[src/rtl/chart_note_sequencer.sv]
// Chart note sequencer: walks the song chart ROM in order and offers each entry to the
// note pool LEAD frames ahead of its timestamp, over a valid/ready handshake.
//
// state   | meaning
// --------+-------------------------------------------------------------
// S_IDLE  | after reset, waiting for start
// S_FETCH | rom_addr stable, covering the one-cycle ROM latency
// S_LOAD  | capture rom_data into the entry registers
// S_HOLD  | wait for the frame count to reach entry timestamp minus LEAD
// S_EMIT  | note offered to the pool, held until accepted
// S_DONE  | chart exhausted or song stopped; start rewinds
module chart_note_sequencer #(
    parameter int          ADDR_W = 8,
    parameter int          LANE_W = 2,
    parameter logic [15:0] LEAD   = 16'd60,
    parameter logic [15:0] END_TS = 16'hFFFF
) (
    input  logic                 clk,
    input  logic                 reset,
    input  logic                 start,
    input  logic                 stop_sign,
    input  logic [15:0]          un_time,
    output logic [ADDR_W-1:0]    rom_addr,
    input  logic [15+LANE_W:0]   rom_data,
    output logic                 note_valid,
    input  logic                 note_ready,
    output logic [LANE_W-1:0]    note_lane,
    output logic [15:0]          note_ts,
    output logic [ADDR_W:0]      note_count,
    output logic                 chart_done
);

    typedef enum logic [2:0] {
        S_IDLE,
        S_FETCH,
        S_LOAD,
        S_HOLD,
        S_EMIT,
        S_DONE
    } state_t;

    localparam logic [ADDR_W-1:0] ADDR_MAX = '1;

    state_t              state, state_n;
    logic [ADDR_W-1:0]   rom_addr_n;
    logic [15:0]         entry_ts, entry_ts_n;
    logic [LANE_W-1:0]   entry_lane, entry_lane_n;
    logic                note_valid_n;
    logic [LANE_W-1:0]   note_lane_n;
    logic [15:0]         note_ts_n;
    logic [ADDR_W:0]     note_count_n;
    logic                chart_done_n;
    logic                go_done;
    logic [16:0]         lead_sum;
    logic                due;

    // 17-bit compare so a timestamp near the top of the frame range never wraps past LEAD
    assign lead_sum = {1'b0, un_time} + {1'b0, LEAD};
    assign due      = (lead_sum >= {1'b0, entry_ts});

    always_ff @(posedge clk) begin
        if (reset) begin
            state      <= S_IDLE;
            rom_addr   <= '0;
            entry_ts   <= '0;
            entry_lane <= '0;
            note_valid <= 1'b0;
            note_lane  <= '0;
            note_ts    <= '0;
            note_count <= '0;
            chart_done <= 1'b0;
        end else begin
            state      <= state_n;
            rom_addr   <= rom_addr_n;
            entry_ts   <= entry_ts_n;
            entry_lane <= entry_lane_n;
            note_valid <= note_valid_n;
            note_lane  <= note_lane_n;
            note_ts    <= note_ts_n;
            note_count <= note_count_n;
            chart_done <= chart_done_n;
        end
    end

    always_comb begin
        state_n      = state;
        rom_addr_n   = rom_addr;
        entry_ts_n   = entry_ts;
        entry_lane_n = entry_lane;
        note_valid_n = note_valid;
        note_lane_n  = note_lane;
        note_ts_n    = note_ts;
        note_count_n = note_count;
        chart_done_n = chart_done;
        go_done      = 1'b0;

        case (state)
            S_IDLE: begin
                if (start) begin
                    rom_addr_n   = '0;
                    note_count_n = '0;
                    state_n      = S_FETCH;
                end
            end
            S_FETCH: begin
                if (stop_sign) go_done = 1'b1;
                else           state_n = S_LOAD;
            end
            S_LOAD: begin
                if (stop_sign) begin
                    go_done = 1'b1;
                end else begin
                    entry_ts_n   = rom_data[LANE_W +: 16];
                    entry_lane_n = rom_data[LANE_W-1:0];
                    state_n      = S_HOLD;
                end
            end
            S_HOLD: begin
                if (stop_sign || entry_ts == END_TS) begin
                    go_done = 1'b1;
                end else if (due) begin
                    note_valid_n = 1'b1;
                    note_lane_n  = entry_lane;
                    note_ts_n    = entry_ts;
                    state_n      = S_EMIT;
                end
            end
            S_EMIT: begin
                // stop outranks ready: the offered note is dropped uncounted
                if (stop_sign) begin
                    go_done = 1'b1;
                end else if (note_ready) begin
                    note_valid_n = 1'b0;
                    note_count_n = note_count + (ADDR_W+1)'(1);
                    if (rom_addr == ADDR_MAX) begin
                        go_done = 1'b1;
                    end else begin
                        rom_addr_n = rom_addr + ADDR_W'(1);
                        state_n    = S_FETCH;
                    end
                end
            end
            S_DONE: begin
                if (start) begin
                    chart_done_n = 1'b0;
                    rom_addr_n   = '0;
                    note_count_n = '0;
                    state_n      = S_FETCH;
                end
            end
            default: state_n = S_IDLE;
        endcase

        if (go_done) begin
            state_n      = S_DONE;
            note_valid_n = 1'b0;
            chart_done_n = 1'b1;
        end
    end

endmodule

[config.mk]
export PLATFORM = sky130hd
export DESIGN_NAME = chart_note_sequencer
export DESIGN_NICKNAME = d
export VERILOG_FILES = /design/src/rtl/chart_note_sequencer.sv
export SDC_FILE = /design/constraint.sdc
export NUM_CORES = 1
export LEC_CHECK = 0
export CELL_PAD_IN_SITES_DETAIL_PLACEMENT = 0
export CELL_PAD_IN_SITES_GLOBAL_PLACEMENT = 2
export CORE_UTILIZATION = 29
export CTS_CLUSTER_DIAMETER = 120
export DETAILED_ROUTE_END_ITERATION = 10
export PLACE_DENSITY = 0.79
export RECOVER_POWER = 25
export SKIP_LAST_GASP = 1
export SYNTH_ARGS = -nofsm -noshare
export SYNTH_HDL_FRONTEND = slang
export SYNTH_SLANG_ARGS = --single-unit
[constraint.sdc]
create_clock -name clk -period 4 [get_ports clk]
set_input_delay 0.6 -clock clk [delete_from_list [all_inputs] [get_ports clk]]
set_output_delay 0.6 -clock clk [all_outputs]
set_load 0.02 [all_outputs]
==> Word level (Yosys, flattened, before mapping) <==
Cells that the tools add are included.
{ "totals": {"register_bits": 58, "input_bits": 39, "output_inout_bits": 37} }
{ "op_classes": {"n_bitwise": 2, "addsub": 3, "n_reduce_logical": 17, "eq_ne": 23, "order_cmp": 1, "muxes": 33} }
{ "op_table": {"columns": ["cell", "count"], "rows": [
  ["2-to-1 mux 8 bit", 4],
  ["2-to-1 mux 3 bit", 9],
  ["2-to-1 mux 9 bit", 3],
  ["inequality test 3 bit (second input constant)", 7],
  ["one-hot mux 9 bit (2 select lines)", 1],
  ["adder 16 x 6 -> 17 bit (second input constant)", 1],
  ["greater-or-equal comparator 17 x 16 -> 1 bit", 1],
  ["equality test 16 bit (second input constant)", 1],
  ["one-hot mux 8 bit (2 select lines)", 1],
  ["AND reduction 8 bit", 2],
  ["one-hot mux 3 bit (5 select lines)", 1],
  ["inequality test 2 bit (second input constant)", 7],
  ["2-to-1 mux 1 bit", 12],
  ["AND reduction 5 bit", 2],
  ["adder 9 x 1 -> 9 bit (second input constant)", 1],
  ["adder 8 x 1 -> 8 bit (second input constant)", 1],
  ["equality test 8 bit (second input constant)", 1],
  ["nonzero test 2 bit", 4],
  ["equality test 3 x 2 -> 1 bit (second input constant)", 2],
  ["equality test 3 bit (second input constant)", 2],
  ["OR reduction 2 bit", 3],
  ["AND reduction 2 bit", 2],
  ["AND reduction 4 bit", 1],
  ["equality test 3 x 1 -> 1 bit (second input constant)", 1],
  ["8 further kinds", 9]
]} }

==> Depth between registers and ports, before layout <==
Gate-level depths: netlist of run 1.
{ "logic_depth": {"depth_word": 7, "ltp_mapped": 14, "ltp_nobuf": 12} }

==> Worst setup path after synthesis of run 1 <==
No wires, ideal clock.
{ "synth_path": {"path_type": "input port to flip-flop", "start": "input un_time[2]", "end": "register note_lane[0]", "setup_ns": 0.072, "cell_stages": 13, "setup_slack_ns": 0.912, "n_path_buf": 2, "t_arrival_ns": 3.016, "path_cell_list": "inv_1 ha_1 a21oi_1 nand3_1 xnor2_1 ha_1 nand4_1 or2_2 o2111ai_1 and3_1 buf_6 buf_6 mux2i_1"} }
{ "synth_between": {"elab_chain_cells": 3} }
{ "synth_lines": {"columns": ["item", "line", "text"], "rows": [
  ["from (decl)", "22", "input logic [15:0] un_time,"],
  ["adder 16 x 6 -> 17 bit", "58", "assign lead_sum = {1'b0, un_time} + {1'b0, LEAD};"],
  ["greater-or-equal comparator 17 x 16 -> 1 bit", "59", "assign due = (lead_sum >= {1'b0, entry_ts});"],
  ["AND reduction 3 bit (no line)", null, null],
  ["to (signal assigned)", "78", "note_lane <= note_lane_n;"],
  ["to (decl)", "27", "output logic [LANE_W-1:0] note_lane,"]
]} }
No other way between the ends.
A chain may end at the register's enable or synchronous reset.

==> Worst setup path in the final report of run 1 <==
{ "layout_path": {"start": "input un_time[2]", "end": "register state[0]"} }
{ "layout_between": {"elab_chain_cells": 4} }
{ "layout_lines": {"columns": ["item", "line", "text"], "rows": [
  ["adder 16 x 6 -> 17 bit", "58", null],
  ["greater-or-equal comparator 17 x 16 -> 1 bit", "59", null],
  ["inequality test 3 bit (no line)", null, null],
  ["AND reduction 8 bit (no line)", null, null],
  ["to (signal assigned)", "73", "state <= state_n;"],
  ["to (decl)", "44", "state_t state, state_n;"]
]} }
No other way between the ends.

==> results of run 1 <==
registers in the layout, indices dropped and copies added, names as in the netlist:
name        flops
entry_lane      2
note_ts        16
entry_ts       16
note_lane       2
rom_addr        8
note_count      9
state           3
chart_done      1
note_valid      1
cell families (layout without fill, tap and decap cells):
group	after synthesis	after routing	synth area share, %
AND/OR/NAND/NOR	173	173	27.42
multiplexers	18	18	5.530
adder cells (fa/ha/maj)	19	19	7.297
XOR/XNOR	25	25	6.720
AO/OA/AOI/OAI	57	57	11.60
buffers and inverters	43	117	5.799
flip-flops	58	58	35.64
worst max path at each step:
| stage | start | to | cells after the start |
|---|---|---|---|
| final | un_time[2] | state[0]$_SDFFE_PP0P_ | 12 |
| after global routing | un_time[2] | state[0]$_SDFFE_PP0P_ | 12 |
| after CTS | un_time[2] | state[0]$_SDFFE_PP0P_ | 12 |
| after detailed placement | un_time[2] | state[0]$_SDFFE_PP0P_ | 12 |
| after global placement | un_time[2] | note_ts[3]$_SDFFE_PP0P_ | 13 |
| after floorplan | un_time[2] | note_lane[0]$_SDFFE_PP0P_ | 13 |
area by class of cell:
type	instances	area, sq um
tap	140	175.2
clock inverter	4	75.07
timing repair buffer	76	765.7
inverter	25	93.84
multi-input combinational	292	1908
sequential	58	1161
fill	1149	6564
clock buffer	12	145.1
per-layer routing:
| metal | part of all wire, % | routed length (um) | vias up |
|---|---|---|---|
| li1 | - | - | 1477 |
| met1 | 52 | 4215 | 1299 |
| met2 | 43 | 3504 | 61 |
| met3 | 3.4 | 280 | 14 |
| met4 | 2.0 | 163 | 0 |
| met5 | 0 | 0 | - |
worst max-delay path: cells and delay by family:
family | cells | cell delay [ns]
compound gates | 4 | 1.22
xor+xnor | 1 | 0.20
fa+ha+maj | 2 | 0.49
buf+inv | 2 | 0.54
simple gates | 3 | 0.74
placed cells by master, fill, tap and decap left out, types with 16 or more instances in the layout:
cell type and n:
a21oi_1 30, clkdlybuf4s50_1 51, dfxtp_1 58, dlygate4sd3_1 23, ha_1 19, inv_1 25
mux2i_1 18, nand2_1 54, nand2b_1 39, nand3_1 16, nor2_1 25
where the power goes:
group	switching, mW	internal (mW)
Clock	0.239	0.368
Sequential	0.0711	0.613
Combinational	0.250	0.198
Total	0.560	1.18
per-stage QoR:
| step | std cells | setup WS [ns] | utilization [%] | power [mW] |
|---|---|---|---|---|
| global route | 607 | 0.1888 | 39.72 | 1.836 |
| CTS | 607 | 0.4209 | 39.72 | 1.757 |
| global placement | 591 | 0.1861 | 37.69 | 1.145 |
| floorplan | 393 | 0.9122 | - | 1.015 |
| finish | 607 | 0.4570 | 39.72 | 1.739 |
| detailed placement | 591 | 0.08033 | 37.69 | 1.148 |
==> metrics.md, run 1 <==
| Metric | Value |
|---|---|
| Crit-path max FO | `5` |
| DIE AREA | `11660 sq um` |
| CTS clk-pin slew, worst paths | `0.07 ns` |
| Share of cells above drive strength 1 | `5.782%` |
| Status | `completed` |
| Leak | `1.530 nW` |
| Most Frequent Cell on Critical Path | `ha_1` |
| Critical R2R Capture | `state[0]$_SDFFE_PP0P_` |
| Hold Path Class | `reg2reg` |
| Clk root buf | `clkbuf_8` |
| Port bufs | `75` |
| Crit path arrival time | `3.79 ns` |
| All-Layer GR Usage | `14.81%` |
| Core area | `10890 sq um` |
| Synth-to-Final Area Change | `32.72%` |
| CTS tree | `done` |
| # DRC | `0` |
| Final count of hold timing violations | `0` |
| Top-count cell post-synth | `dfxtp_1` |
| Resize count post-CTS | `0` |
| First-pass DRT Iterations | `6` |
| Vias per cell | `4.697` |
| Reg-to-reg slack, setup | `1.45 ns` |
| CTS H-tree lvls | `3` |
| Max Slew Vio Count | `0` |
| Synth area leader | `dfxtp_1` |
| Met1 track demand over resource | `20.46%` |
| Initial Util | `29.92%` |
| I/O Pins | `76` |
| Routed Antenna Nets | `0` |
| Most common library cells after synthesis | `dfxtp_1 (58), nand2_1 (54), nand2b_1 (39)` |
| Reg2reg start | `entry_ts[4]$_SDFFE_PP0P_` |
| Worst setup EP type | `flop` |
| Chip Width | `108.0 um` |
| Area after DPL | `4104 sq um` |
| Register-to-Register Path Depth | `8` |
| Slew @ Worst Pin | `0.9636 ns` |
| Count of cells along the worst hold path | `2` |
| Worst-Skew Late Latency | `0.34 ns` |
| Nets | `520` |
| Met2 GRT Util | `22.57%` |
| Max-cap violations | `0` |
| Post-CTS setup buffers | `0` |
| Sequential area share after synthesis | `35.64%` |
| Crit path largest cell delay | `0.54 ns` |
| Routability cong. | `0.7846` |
| Pwr/cell area | `402.2 nW/um^2` |
| Max rail drop VDD | `0.1409 mV` |
| Top-area cell type share of the netlist area | `35.64%` |
| Hold EP | `entry_lane[0]$_SDFFE_PP0P_` |
| Worst min-delay path startpoint | `entry_lane[0]$_SDFFE_PP0P_` |
| Vias in the first global route | `2740` |
| Total wire length | `8.164 mm` |
| RSZ-0062 raised after global routing | `no` |
| Largest cells by area after synthesis | `dfxtp_1 (36%), nand2b_1 (7.5%), ha_1 (7.3%), nand2_1 (6.2%), mux2i_1 (5.5%)` |
| Worst Skew | `0.009954 ns` |
| Worst-path cell chain | `clkdlybuf4s50_1 > inv_1 > ha_1 > a21oi_1 > xor2_1 > ha_1 > nand4_1 > nor3_1 > a2111oi_0 > o2111ai_1 > or4_1 > o211ai_1` |
| 1st-iter DRT viols | `140` |
| Worst Setup Path Type | `in2reg` |
| Synthesized area | `3258 sq um` |
| Fmax | `282.2 MHz` |
| GRT busiest layer | `met2` |
| Met3 Track Usage GR | `2.532%` |
| Final Cycle Share | `88.58%` |
| Synth Warn # | `0` |
| Critical Path Source Type | `primary input` |
| Routed via count | `2851` |
| Largest net degree at the start of global routing | `65` |
| Grt total ovfl | `0` |
| Layout Cell Area excl Fill | `4324 sq um` |
| Post-route setup TNS | `0 ns` |
| Distinct cells, synth | `49` |
| Die Span Y | `108.0 um` |
| Dpl hpwl | `6.079 mm` |
| WHS | `0.4624 ns` |
| Slew HR | `35.76%` |
| Max Buffers Root-to-Sink | `2` |
| Seq cells post-synth | `58` |
| Total CTS buffers | `9` |
| Tmin final | `3.543 ns` |
| Hold buffers post-CTS | `0` |
| Post-Synthesis Cells | `393` |
| Clock sink total | `58` |
| # diodes | `0` |
| CP max-delay cell | `or4_1` |
| Final setup vio count | `0` |
| First-pass GRT wire length | `13.43 mm` |
| Core Rows | `38` |
| DR WL/cell | `13.45 um` |
| Initial antenna violation count | `0` |
| Syn_nets | `451` |
| Asr flop ratio synth | `0%` |
| Post-synth EDFFs | `0` |
| Required time of the critical path | `4.25 ns` |
| Synthesized area per cell | `8.290 sq um` |
| Ys flop type | `dfxtp_1` |
(Power assumes the default switching activity.)
==> run 2, diff against run 1 <==
- CORE_MARGIN: unset -> 2
==> run 2 against run 1 <==
Compared with the run above:
- sequential cell count stayed put
- hold slack got worse by 0.0042 ns
- clock power fell by 6.9%
- die area increased by 3.7%
- largest power group unchanged
- combinational power is essentially flat
- register-to-register slack about the same
- global-route usage is 0.76 points lower
- clock skew shrank 0.0023 ns
- first-iteration DRC count is 5.7% higher
- fmax down 0.66%
- non-clock buffer count unchanged
==> metrics.md, run 2 (synthesized netlist as in run 1, its figures left out) <==
| Metric | Value |
|---|---|
| Register Area | `1161 sq um (unchanged)` |
| DR WL/cell | `13.39 um (-0.44%)` |
| Switching share of total power | `31.87% (-0.35 points)` |
| Post-route setup TNS | `0 ns (unchanged)` |
| First-pass GRT wire length | `13.20 mm (-1.7%)` |
| Worst-path cell chain | `clkdlybuf4s50_1 > inv_1 > ha_1 > a21oi_1 > xor2_1 > ha_1 > nand4_1 > nor3_1 > a2111oi_0 > o2111ai_1 > or4_1 > o211ai_1` |
| Dpl hpwl | `6.073 mm (about the same)` |
| Layout Cell Area excl Fill | `4304 sq um (-0.46%)` |
| Grt total ovfl | `0 (unchanged)` |
| Pwr/cell area | `394.8 nW/um^2 (-1.8%)` |
| Final count of hold timing violations | `0 (unchanged)` |
| Worst Setup Path Type | `in2reg` |
| Total wire length | `8.115 mm (-0.60%)` |
| Multi-input logic area | `1908 sq um (unchanged)` |
| Share of cells above drive strength 1 | `5.365% (-0.42 points)` |
| Critical Path Source Type | `primary input` |
| Clk network pwr share | `33.3% (-1.6 points)` |
| Fmax | `280.4 MHz (-0.66%)` |
| First-pass DRT Iterations | `4 (-2)` |
| Initial antenna violation count | `0 (unchanged)` |
| Routed Antenna Nets | `0 (unchanged)` |
| # diodes | `0 (unchanged)` |
| Crit path largest cell delay | `0.53 ns (about the same)` |
| # DRC | `0 (unchanged)` |
| Vias per cell | `4.652 (-0.96%)` |
| Leak | `1.527 nW (-0.16%)` |
| Hold buffers post-CTS | `0 (unchanged)` |
| Final setup vio count | `0 (unchanged)` |
| Hold EP | `entry_lane[0]$_SDFFE_PP0P_` |
| Combinational power share | `26.4% (+0.6 points)` |
| Max Slew Vio Count | `0 (unchanged)` |
| Total CTS buffers | `9 (unchanged)` |
| Reg-to-reg slack, setup | `1.45 ns (about the same)` |
| Reg2reg start | `entry_ts[4]$_SDFFE_PP0P_` |
| Port bufs | `75 (unchanged)` |
| Max-cap violations | `0 (unchanged)` |
| FILL cells | `1125 (-2.1%)` |
| Routability cong. | `0.7804 (-0.54%)` |
| CTS clk-pin slew, worst paths | `0.07 ns (about the same)` |
| Tmin final | `3.567 ns (+0.02366 ns)` |
| Final Power | `1.699 mW (-2.3%)` |
| Slew HR | `36.08% (+0.32 points)` |
| Crit path arrival time | `3.82 ns (+0.03 ns)` |
| Max Buffers Root-to-Sink | `2 (unchanged)` |
| Required time of the critical path | `4.25 ns (about the same)` |
| Internal power | `1.158 mW (-1.8%)` |
| Chip Width | `110.0 um (+1.9%)` |
| Initial Util | `29.92% (unchanged)` |
| CTS H-tree lvls | `3 (unchanged)` |
| I/O Pins | `76 (unchanged)` |
| Vias in the first global route | `2689 (-1.9%)` |
| Crit. path cell count | `12 (unchanged)` |
| Commonest cells after routing, fill and taps aside | `dfxtp_1 (58), nand2_1 (54), clkdlybuf4s50_1 (51)` |
| Core area | `10890 sq um (unchanged)` |
| Top Registers | `entry_ts: 16 flops, note_ts: 16 flops, note_count: 9 flops` |
| Most Frequent Cell on Critical Path | `ha_1` |
| Leading cell type in the layout, fill and taps excluded | `dfxtp_1` |
| Sequential share of power | `40.3% (+1.0 points)` |
| Max rail drop VDD | `0.1617 mV (+15%)` |
| Largest net degree at the start of global routing | `65 (unchanged)` |
| Register-to-Register Path Depth | `8 (unchanged)` |
| Final Cycle Share | `89.17% (+0.59 points)` |
| Post-CTS setup buffers | `0 (unchanged)` |
| CP max-delay cell | `or4_1` |
| Resize count post-CTS | `0 (unchanged)` |
| Worst-Skew Late Latency | `0.33 ns (about the same)` |
| Routed via count | `2819 (-1.1%)` |
| Crit-path max FO | `5 (unchanged)` |
| Area after DPL | `4104 sq um (unchanged)` |
| DIE AREA | `12100 sq um (+3.7%)` |
| Psw | `0.5416 mW (-3.3%)` |
| CP delay by family, top | `compound AO/OA/AOI/OAI gates` |
| CP Buf/Inv Count | `2 (unchanged)` |
| All-Layer GR Usage | `14.06% (-0.76 points)` |
| Hold Path Class | `reg2reg` |
| Clock sink total | `58 (unchanged)` |
| CTS tree | `done` |
| Slew @ Worst Pin | `0.9589 ns (-0.004761 ns)` |
| RSZ-0062 raised after global routing | `no` |
| Core Rows | `38 (unchanged)` |
| Synth-to-Final Area Change | `32.10%` |
| Worst setup EP type | `flop` |
| Count of cells along the worst hold path | `2 (unchanged)` |
| Status | `completed` |
| Critical R2R Capture | `state[0]$_SDFFE_PP0P_` |
| Worst min-delay path startpoint | `entry_lane[0]$_SDFFE_PP0P_` |
| Nets | `520 (unchanged)` |
| Clk root buf | `clkbuf_8` |
| Worst Skew | `0.007612 ns (-0.002342 ns)` |
| 1st-iter DRT viols | `148 (+5.7%)` |
| Die Span Y | `110.0 um (+1.9%)` |
[run 2: metrics by stage]
step                      instances  util, %  hold slack, ns  worst slack (ns)
final                           606    39.53          0.4582            0.4333
after global routing            606    39.53          0.4706            0.1625
after CTS                       606    39.53          0.4603            0.4219
after detailed placement        591    37.69          0.4513           0.06389
after global placement          591    37.69          0.4484            0.1740
after floorplan                 393        -          0.4368            0.9122
[run 2: final cells by class]
class                   count  share of cell area (%)
repair buffers             76                   17.79
clock buffers              12                   3.140
multi-input cells         292                   44.33
inverters                  25                   2.180
clock inverters             3                   1.512
well taps                 140                   4.070
flip-flops and latches     58                   26.98
[run 2: worst max-delay path by stage]
stage,slack (ns),endpoint,from
after floorplan,0.91,note_lane[0]$_SDFFE_PP0P_,un_time[2]
after global placement,0.17,note_ts[4]$_SDFFE_PP0P_,un_time[2]
after detailed placement,0.06,note_ts[7]$_SDFFE_PP0P_,un_time[2]
after CTS,0.42,note_ts[7]$_SDFFE_PP0P_,un_time[2]
after global routing,0.16,note_ts[14]$_SDFFE_PP0P_,un_time[2]
final,0.43,state[0]$_SDFFE_PP0P_,un_time[2]
[run 2: tightest hold or removal path: stages, from the launching register on]
cell     delay (ns)
dfxtp_1        0.31
nand2_1        0.05
a21oi_1        0.05
[run 2: power by group through the flow]
stage	sequential, mW	clock, mW	combinational, mW
2_1_floorplan	0.663	0	0.352
3_5_place_dp	0.696	0	0.450
3_3_place_gp	0.695	0	0.449
6_report	0.685	0.565	0.449
4_1_cts	0.683	0.581	0.452
5_1_grt	0.693	0.611	0.502
[run 2: metal layers]
layer  GRT usage, %  routed length [um]  vias up
met3          2.175                 322       10
met2          21.87                3589       73
li1               -                   -     1471
met1          19.27                4070     1265
met4          5.967                 132        0
met5              0                   0        -
